--- config.mk ---
export PLATFORM = sky130hd
export DESIGN_NAME = udc_multicycle
export DESIGN_NICKNAME = d
export VERILOG_FILES = /design/src/rtl/udc_multicycle.sv
export SDC_FILE = /design/constraint.sdc
export NUM_CORES = 1
export LEC_CHECK = 0
export ABC_AREA = 1
export CORE_ASPECT_RATIO = 0.8
export CORE_MARGIN = 3
export CORE_UTILIZATION = 40
export CTS_CLUSTER_SIZE = 14
export DETAILED_ROUTE_END_ITERATION = 6
export GPL_ROUTABILITY_DRIVEN = 1
export HOLD_SLACK_MARGIN = 0.15
export PLACE_DENSITY_LB_ADDON = 0.25
export SYNTH_ARGS = -nofsm -noshare
export SYNTH_HDL_FRONTEND = slang
export SYNTH_SLANG_ARGS = --single-unit
--- constraint.sdc ---
create_clock -name clk -period 3.9 [get_ports clk]
set_clock_uncertainty 0.05 [all_clocks]
set_input_delay 0.39 -clock clk [delete_from_list [all_inputs] [get_ports clk]]
set_output_delay 0.39 -clock clk [all_outputs]
set_load 0.01 [all_outputs]
--- src/rtl/udc_multicycle.sv ---
// udc_multicycle: multi-cycle main control unit for the MIPS-subset datapath.
// Walks each instruction through FETCH/DECODE/EXEC/MEM/WB and stalls on the
// shared memory ready handshake. It flags unknown opcodes and counts retired
// instructions. Control outputs decode combinationally from state and the
// latched opcode.
// Optional feature macro: UDC_JUMP_EN (adds the J instruction through a JUMP state).
module udc_multicycle #(
  parameter int unsigned OPW   = 6,
  parameter int unsigned ALUCW = 3,
  parameter int unsigned CNTW  = 16
) (
  input  logic             clk,
  input  logic             rst_n,
  input  logic [OPW-1:0]   opCode,
  input  logic             mem_ready,
  output logic             PCwrite,
  output logic             IRwrite,
  output logic             IorD,
  output logic             BR_en,
  output logic [ALUCW-1:0] AluC,
  output logic             EnW,
  output logic             EnR,
  output logic             MUX1,
  output logic             branch,
  output logic             regDest,
  output logic             ALUsrcA,
  output logic [1:0]       ALUsrcB,
  output logic [1:0]       PCsrc,
  output logic             illegal,
  output logic             instr_done,
  output logic [CNTW-1:0]  retired
);

  localparam logic [OPW-1:0] OP_R    = OPW'(6'b000000);
  localparam logic [OPW-1:0] OP_J    = OPW'(6'b000010);
  localparam logic [OPW-1:0] OP_BEQ  = OPW'(6'b000100);
  localparam logic [OPW-1:0] OP_ADDI = OPW'(6'b001000);
  localparam logic [OPW-1:0] OP_SLTI = OPW'(6'b001010);
  localparam logic [OPW-1:0] OP_ANDI = OPW'(6'b001100);
  localparam logic [OPW-1:0] OP_ORI  = OPW'(6'b001101);
  localparam logic [OPW-1:0] OP_LW   = OPW'(6'b100011);
  localparam logic [OPW-1:0] OP_SW   = OPW'(6'b101011);

  localparam logic [ALUCW-1:0] ALU_R   = ALUCW'(0);
  localparam logic [ALUCW-1:0] ALU_ADD = ALUCW'(1);
  localparam logic [ALUCW-1:0] ALU_OR  = ALUCW'(2);
  localparam logic [ALUCW-1:0] ALU_AND = ALUCW'(3);
  localparam logic [ALUCW-1:0] ALU_SLT = ALUCW'(4);
  localparam logic [ALUCW-1:0] ALU_SUB = ALUCW'(5);

  typedef enum logic [3:0] {
    S_RST, S_FETCH, S_DECODE, S_EXEC, S_MEM, S_WB, S_BRANCH, S_TRAP, S_JUMP
  } state_t;

  state_t         state, state_n;
  logic [OPW-1:0] op_q;

  // State register and latched opcode; reset aborts any instruction in flight.
  always_ff @(posedge clk or negedge rst_n) begin
    if (!rst_n) begin
      state <= S_RST;
      op_q  <= '0;
    end else begin
      state <= state_n;
      if (state == S_DECODE) op_q <= opCode;
    end
  end

  // Retired-instruction counter, wraps naturally at 2^CNTW.
  always_ff @(posedge clk or negedge rst_n) begin
    if (!rst_n)          retired <= '0;
    else if (instr_done) retired <= retired + CNTW'(1);
  end

  // Next-state and control decode.
  always_comb begin
    state_n    = state;
    PCwrite    = 1'b0;
    IRwrite    = 1'b0;
    IorD       = 1'b0;
    BR_en      = 1'b0;
    AluC       = '0;
    EnW        = 1'b0;
    EnR        = 1'b0;
    MUX1       = 1'b0;
    branch     = 1'b0;
    regDest    = 1'b0;
    ALUsrcA    = 1'b0;
    ALUsrcB    = 2'b00;
    PCsrc      = 2'b00;
    illegal    = 1'b0;
    instr_done = 1'b0;

    case (state)
      S_RST: state_n = S_FETCH;

      S_FETCH: begin
        EnR     = 1'b1;
        ALUsrcB = 2'b01;
        AluC    = ALU_ADD;
        PCwrite = mem_ready;
        IRwrite = mem_ready;
        if (mem_ready) state_n = S_DECODE;
      end

      S_DECODE: begin
        ALUsrcB = 2'b11;
        AluC    = ALU_ADD;
        case (opCode)
          OP_R, OP_ADDI, OP_ORI, OP_ANDI,
          OP_LW, OP_SW, OP_SLTI: state_n = S_EXEC;
          OP_BEQ:                state_n = S_BRANCH;
`ifdef UDC_JUMP_EN
          OP_J:                  state_n = S_JUMP;
`endif
          default:               state_n = S_TRAP;
        endcase
      end

      S_EXEC: begin
        ALUsrcA = 1'b1;
        ALUsrcB = (op_q == OP_R) ? 2'b00 : 2'b10;
        case (op_q)
          OP_R:    AluC = ALU_R;
          OP_ORI:  AluC = ALU_OR;
          OP_ANDI: AluC = ALU_AND;
          OP_SLTI: AluC = ALU_SLT;
          default: AluC = ALU_ADD;
        endcase
        state_n = (op_q == OP_LW || op_q == OP_SW) ? S_MEM : S_WB;
      end

      S_MEM: begin
        IorD = 1'b1;
        EnR  = (op_q == OP_LW);
        EnW  = (op_q == OP_SW);
        if (mem_ready) begin
          if (op_q == OP_SW) begin
            instr_done = 1'b1;
            state_n    = S_FETCH;
          end else begin
            state_n    = S_WB;
          end
        end
      end

      S_WB: begin
        BR_en      = 1'b1;
        regDest    = (op_q == OP_R);
        MUX1       = (op_q == OP_LW);
        instr_done = 1'b1;
        state_n    = S_FETCH;
      end

      S_BRANCH: begin
        ALUsrcA    = 1'b1;
        ALUsrcB    = 2'b00;
        AluC       = ALU_SUB;
        branch     = 1'b1;
        PCsrc      = 2'b01;
        instr_done = 1'b1;
        state_n    = S_FETCH;
      end

      S_TRAP: begin
        illegal = 1'b1;
        state_n = S_FETCH;
      end

`ifdef UDC_JUMP_EN
      S_JUMP: begin
        PCwrite    = 1'b1;
        PCsrc      = 2'b10;
        instr_done = 1'b1;
        state_n    = S_FETCH;
      end
`endif

      default: state_n = S_RST;
    endcase
  end

  // The latched opcode is only wide enough to matter in its low OPW bits; no further use.
endmodule

==> impl_results.md, run 1 <==
* Status: complete, no violations
* WP data required at 3460 ps
* RR Endpoint: op_q[1]$_DFFE_PN0P_
* First-pass GRT wire length at 7260 um
* Top cells by area, synth: dfrtp_1 (36%), nand2_1 (19%), nand3_1 (9.8%)
* Syn Std Cell Area at 1730 sq um
* Setup-failing EPs final at 0
* Congestion Overflow GR at 0
* Clock latency at the later pin of the worst-skew pair at 280 ps
* Slowest-stage cell, CP: clkdlybuf4s50_1
* CTS tree: built
* Slew HR at 24.9%
* Internal reg-to-reg setup slack at 2120 ps
* DR vias/cell at 4.88
* Pleak at 1.06 nW
* Layout cell share with drive strength beyond 1 at 6.38%
* Residual DRC at 0
* Die X at 79.5 um
* Hold path endpoint: op_q[4]$_DFFE_PN0P_
* Crit. End Element: output port
* Worst R2R Path Depth at 6
* Final period utilization at 72.3%
* Die area at 5160 sq um
* Worst r2r src: state[0]$_DFFE_PN0P_
* Row count at 20
* Gp weighted congestion at 0.866
* Syn_area_per_cell at 6.71 sq um
* RSZ-0062 raised after global routing: false
* WP buf/inv at 3
* Compound-Gate Fraction of Synth Area at 3.76%
* Synth Area in XOR/XNOR at 3.54%
* Worst Path Class, Setup: reg -> out
* Port Buffers at 42
* CP max FO at 11
* Synth Area in Simple Gates at 45.3%
* Final ANT Viol Nets at 0
* Final hold vios at 0
* DR WL/cell at 11.7 um
* Cts hold-fix bufs at 0
* Post-CTS Resized at 0
* Core area at 3980 sq um
* Worst path max stage delay at 550 ps
* Sequential area share after synthesis at 36.2%
* Share of the synthesized area in the top cell type at 36.2%
* Post-synthesis cell type count at 28
* TNS Setup at 0 ps
* Critical path, cell by cell: inv_1 > nand2_1 > nor2_1 > inv_1 > nand2_1 > clkdlybuf4s50_1
* Maximum clock path buffer count at 2
* Die H at 64.8 um
* Routed vias at 1722
* Largest net degree at the start of global routing at 26
* Antenna violations before repair at 0
* # IOs at 44
* Pwr Density at 521 nW/um^2
* Yosys top cell by area: dfrtp_1
* First-pass iteration count of the detailed router at 4
* Min Tclk post-route at 2820 ps
* Fillcell total at 381
* Syn Nets at 268
* Critical path's top delay family: buffers and inverters
* Synthesis Warnings at 0
* Synth Instances at 258
* Main combinational cell family by area after synthesis: simple AND/OR/NAND/NOR gates
* Vias in the first global route at 1575
* Iteration-0 DRC count of the detailed router at 114
* NumNets Final at 309
* Hpwl dp at 3200 um
* Multiplexer share of the synthesized area at 0%
* DRT Wirelength at 4120 um
* Worst hold stages at 2
* Starting Density at 43.5%
* Max Slew Vio Count at 0
* Clock sink count at 25
* CP Launch Type: flip-flop
* Clk root buf: clkbuf_8
* Area growth from synthesis to layout at 28.0%
* # Post-CTS Setup Buffers at 0
* Total Routing Usage GR at 17.5%
* Yosys reg bits at 25
* Min-Delay Path Class: reg -> reg
* Hold path startpoint: op_q[4]$_DFFE_PN0P_
* Reg clk slew, reported paths at 100 ps
* TritonCTS Buffers at 3
* Maximum vdd drop at 0.204 mV
* Final core utilization at 55.7%
* H-tree levels at 1
* Slew @ Worst Pin at 1120 ps
* Max-cap violations at 0
* Post-Synth Adder-Cell Area at 0.723%
* Max Clk Rate at 355 MHz
* Hold slack final at 500 ps
* Worst Path Arrival at 2380 ps
* Inserted Diodes at 0
-- metal layers --
layer	track usage, %	vias up	share of wire, %
li1	-	896	-
met1	26.5	780	51
met2	26.0	44	43
met3	3.47	2	5.7
met4	2.79	0	0.39
met5	0	-	0
-- how the worst max path moves through the flow --
stage	start	to	slack [ps]	cells past startpoint
3_3_place_gp	state[0]$_DFFE_PN0P_	ALUsrcB[0]	1510	6
5_1_grt	state[0]$_DFFE_PN0P_	ALUsrcB[1]	910	6
6_report	state[0]$_DFFE_PN0P_	ALUsrcB[1]	1080	6
3_5_place_dp	state[0]$_DFFE_PN0P_	ALUsrcB[1]	1430	6
2_1_floorplan	state[0]$_DFFE_PN0P_	PCwrite	2270	7
4_1_cts	state[0]$_DFFE_PN0P_	ALUsrcB[1]	1110	6
-- layout make-up --
| cell class | count | area (sq um) | area share (%) |
|---|---|---|---|
| multi-input combinational | 196 | 927 | 41.9 |
| timing repair buffer | 44 | 435 | 19.7 |
| inverter | 29 | 111 | 5.03 |
| sequential | 25 | 626 | 28.2 |
| clock inverter | 1 | 5.00 | 0.226 |
| tap | 55 | 68.8 | 3.11 |
| clock buffer | 3 | 41.3 | 1.86 |
-- placed cells by master (no fill, tap or decap) --
master and n:
dfrtp_1 25, nand2_4 1, inv_4 1, nand3b_1 1, clkinv_2 1, inv_2 3
nand3_2 2, nand2_1 86, xnor2_1 4, buf_4 2, ha_1 1, conb_1 1
o21ai_0 9, a22oi_1 1, a21oi_1 1, nand2_8 1, xor2_1 3, nand2_2 1
nand3_1 34, o21a_1 1, nor2_4 1, clkdlybuf4s50_1 42, nor4_1 1, clkbuf_8 3
nand4_1 10, nor2_1 34, nor2_2 3, inv_1 25
-- power by group --
group          switching, mW  total (mW)  leakage [nW]  internal, mW
logic                  0.324       0.581         0.701         0.257
clock network         0.0878       0.159        0.0255        0.0717
registers             0.0894       0.414         0.329         0.325
total                  0.501        1.15          1.06         0.653
-- cells in the mapped netlist --
library cell	n
nor2_2	3
nand3b_1	1
inv_2	3
nor2_4	1
nor4_1	1
a22oi_1	1
ha_1	1
buf_8	1
buf_2	2
inv_4	1
inv_1	25
conb_1	1
xor2_1	3
nand2_8	1
nand3_2	2
buf_6	1
a21oi_1	1
nand4_1	10
nor2_1	34
dfrtp_1	25
xnor2_1	4
buf_4	4
nand2_1	86
o21a_1	1
nand2_4	1
o21ai_0	9
nand3_1	34
nand2_2	1
-- kinds of logic (layout without fill, tap and decap cells) --
kind of cell    count (synthesis)  in the layout
compound gates                 12             12
xor+xnor                        7              7
fa+ha+maj                       1              1
buf+inv                        37             77
flops                          25             25
other cells                     1              1
simple gates                  175            175
-- metrics by stage --
step | instances | worst slack, ps | power [mW] | instance area (sq um)
after floorplan | 258 | 2270 | 0.788 | 1730
after global placement | 349 | 1510 | 0.996 | 2170
after detailed placement | 349 | 1430 | 1.00 | 2170
after CTS | 353 | 1110 | 1.17 | 2210
after global routing | 353 | 913 | 1.26 | 2210
final | 353 | 1080 | 1.15 | 2210
-- sequential cells by signal (all words and copies together), names as in the netlist --
name / flops
state: 3
retired: 16
op_q: 6
-- worst register-to-register path: stages, from the launching register on --
cell,delay (ps)
dfrtp_1,440
inv_1,140
nand2_1,80
nor2_1,500
inv_1,270
nand2_1,110
o21ai_0,80
Note: power is estimated with default switching activity, not from simulation.
==> run 2, diff against run 1 <==
==> constraint.sdc (replaced) <==
create_clock -name clk -period 2.9 [get_ports clk]
set_clock_uncertainty 0.05 [all_clocks]
set_input_delay 0.29 -clock clk [delete_from_list [all_inputs] [get_ports clk]]
set_output_delay 0.29 -clock clk [all_outputs]
set_load 0.01 [all_outputs]
==> impl_results.md, run 2 (synthesized netlist as in run 1, its figures left out) <==
* NumNets Final at 309 (unchanged)
* Final ANT Viol Nets at 0 (unchanged)
* H-tree levels at 1 (unchanged)
* CTS tree: built
* Routed vias at 1751 (+1.7%)
* CP Launch Type: flip-flop
* Final hold vios at 0 (unchanged)
* Hold slack final at 326 ps (-175 ps)
* Clock sink count at 25 (unchanged)
* Design Area, Final at 2210 sq um (unchanged)
* Row count at 20 (unchanged)
* Maximum clock path buffer count at 2 (unchanged)
* First-pass iteration count of the detailed router at 4 (unchanged)
* Status: complete, no violations
* Area growth from synthesis to layout at 28.0% (unchanged)
* Antenna violations before repair at 0 (unchanged)
* Min-Delay Path Class: in -> async
* Worst r2r src: retired[0]$_DFFE_PN0P_
* Die X at 79.5 um (unchanged)
* Cts hold-fix bufs at 0 (unchanged)
* Max Slew Vio Count at 0 (unchanged)
* Max-cap violations at 0 (unchanged)
* Die H at 64.8 um (unchanged)
* Worst R2R Path Depth at 8 (+2)
* First-pass GRT wire length at 7430 um (+2.4%)
* Die area at 5160 sq um (unchanged)
* TNS Setup at 0 ps (unchanged)
* # IOs at 44 (unchanged)
* Residual DRC at 0 (unchanged)
* RSZ-0062 raised after global routing: false
* Most common cell after layout, fill and taps aside: nand2_1
* Maximum vdd drop at 0.279 mV (+37%)
* Min Tclk post-route at 2360 ps
* Inserted Diodes at 0 (unchanged)
* WP data required at 2560 ps (-900 ps)
* Max Clk Rate at 424 MHz
* DR WL/cell at 12.1 um (+3.3%)
* Clock latency at the later pin of the worst-skew pair at 270 ps (about the same)
* DR vias/cell at 4.96 (+1.7%)
* Crit. End Element: output port
* # Post-CTS Setup Buffers at 0 (unchanged)
* Crit path from: state[1]$_DFFE_PN0P_
* Worst Path Class, Setup: reg -> out
* Worst Path Arrival at 2020 ps (-360 ps)
* Number of flip-flops under the largest register name at 16 (unchanged)
* DRT Wirelength at 4260 um (+3.3%)
* Gp weighted congestion at 0.884 (+2.1%)
* Final period utilization at 81.3%
* Placed insts at 349 (unchanged)
* Port Buffers at 42 (unchanged)
* Post-Layout Cell Count at 353 (unchanged)
* Crit path to: instr_done
* Core area at 3980 sq um (unchanged)
* Vias in the first global route at 1575 (unchanged)
* Most frequent cells in the layout: nand2_1 (86), clkdlybuf4s50_1 (42), nor2_1 (34), nand3_1 (34)
* TritonCTS Buffers at 3 (unchanged)
* Total Routing Usage GR at 18.2% (+0.72 points)
* RR Endpoint: retired[14]$_DFFE_PN0P_
* Final core utilization at 55.7% (unchanged)
* Most flops, register: retired
* Iteration-0 DRC count of the detailed router at 156 (+37%)
* Post-CTS Resized at 0 (unchanged)
* Largest net degree at the start of global routing at 26 (unchanged)
* Pleak at 1.06 nW (about the same)
* Layout cell share with drive strength beyond 1 at 6.38% (unchanged)
* Internal reg-to-reg setup slack at 1270 ps (-850 ps)
* Hpwl dp at 3220 um (+0.34%)
* Congestion Overflow GR at 0 (unchanged)
* Setup-failing EPs final at 0 (unchanged)
* Reg clk slew, reported paths at 90 ps (about the same)
* Starting Density at 43.5% (unchanged)
* Placed inst area at 2170 sq um (unchanged)
* Clk root buf: clkbuf_8
* Top flop regs: retired: 16 flops, op_q: 6 flops, state: 3 flops
* CP max FO at 17 (+6)
* Pwr Density at 703 nW/um^2 (+35%)
==> run 2: power breakdown <==
group          internal, mW  switching, mW  leakage (nW)  total [mW]
Combinational         0.350          0.440         0.702       0.790
Clock                0.0962          0.112        0.0255       0.209
Sequential            0.437          0.122         0.329       0.558
==> run 2: worst max-delay path, stage by stage, from the launching register on <==
cell,delay [ps]
dfrtp_1,480
nor2_2,160
nand2_1,100
inv_2,120
nand2_4,170
nand2_8,170
clkdlybuf4s50_1,550
==> run 2: metal layers <==
metal / track usage, % / wire [um] / share of wire, % / up-vias
met4: 6.44 / 23 / 0.54 / 0
li1: - / - / - / 899
met3: 3.33 / 209 / 4.9 / 2
met5: 0 / 0 / 0 / -
met2: 26.8 / 1840 / 43 / 47
met1: 26.6 / 2190 / 51 / 803
==> run 2: cell type report <==
class / instances / area, sq um
fillers: 381 / 1760
multi-input cells: 196 / 927
flip-flops and latches: 25 / 626
repair buffers: 44 / 435
inverters: 29 / 111
well taps: 55 / 68.8
clock buffers: 3 / 41.3
clock inverters: 1 / 5.00
==> run 2: how the worst min path moves through the flow <==
stage,start,end,slack (ps)
3_3_place_gp,op_q[4]$_DFFE_PN0P_,op_q[4]$_DFFE_PN0P_,460
4_1_cts,rst_n,retired[6]$_DFFE_PN0P_,330
3_5_place_dp,op_q[4]$_DFFE_PN0P_,op_q[4]$_DFFE_PN0P_,460
6_report,rst_n,state[1]$_DFFE_PN0P_,330
5_1_grt,rst_n,retired[12]$_DFFE_PN0P_,340
2_1_floorplan,rst_n,op_q[0]$_DFFE_PN0P_,-60
==> run 2: metrics by stage <==
stage | worst slack (ps) | total power [mW]
floorplan | 1370 | 1.06
global placement | 729 | 1.34
detailed placement | 707 | 1.36
CTS | 530 | 1.58
global route | 367 | 1.70
finish | 542 | 1.56
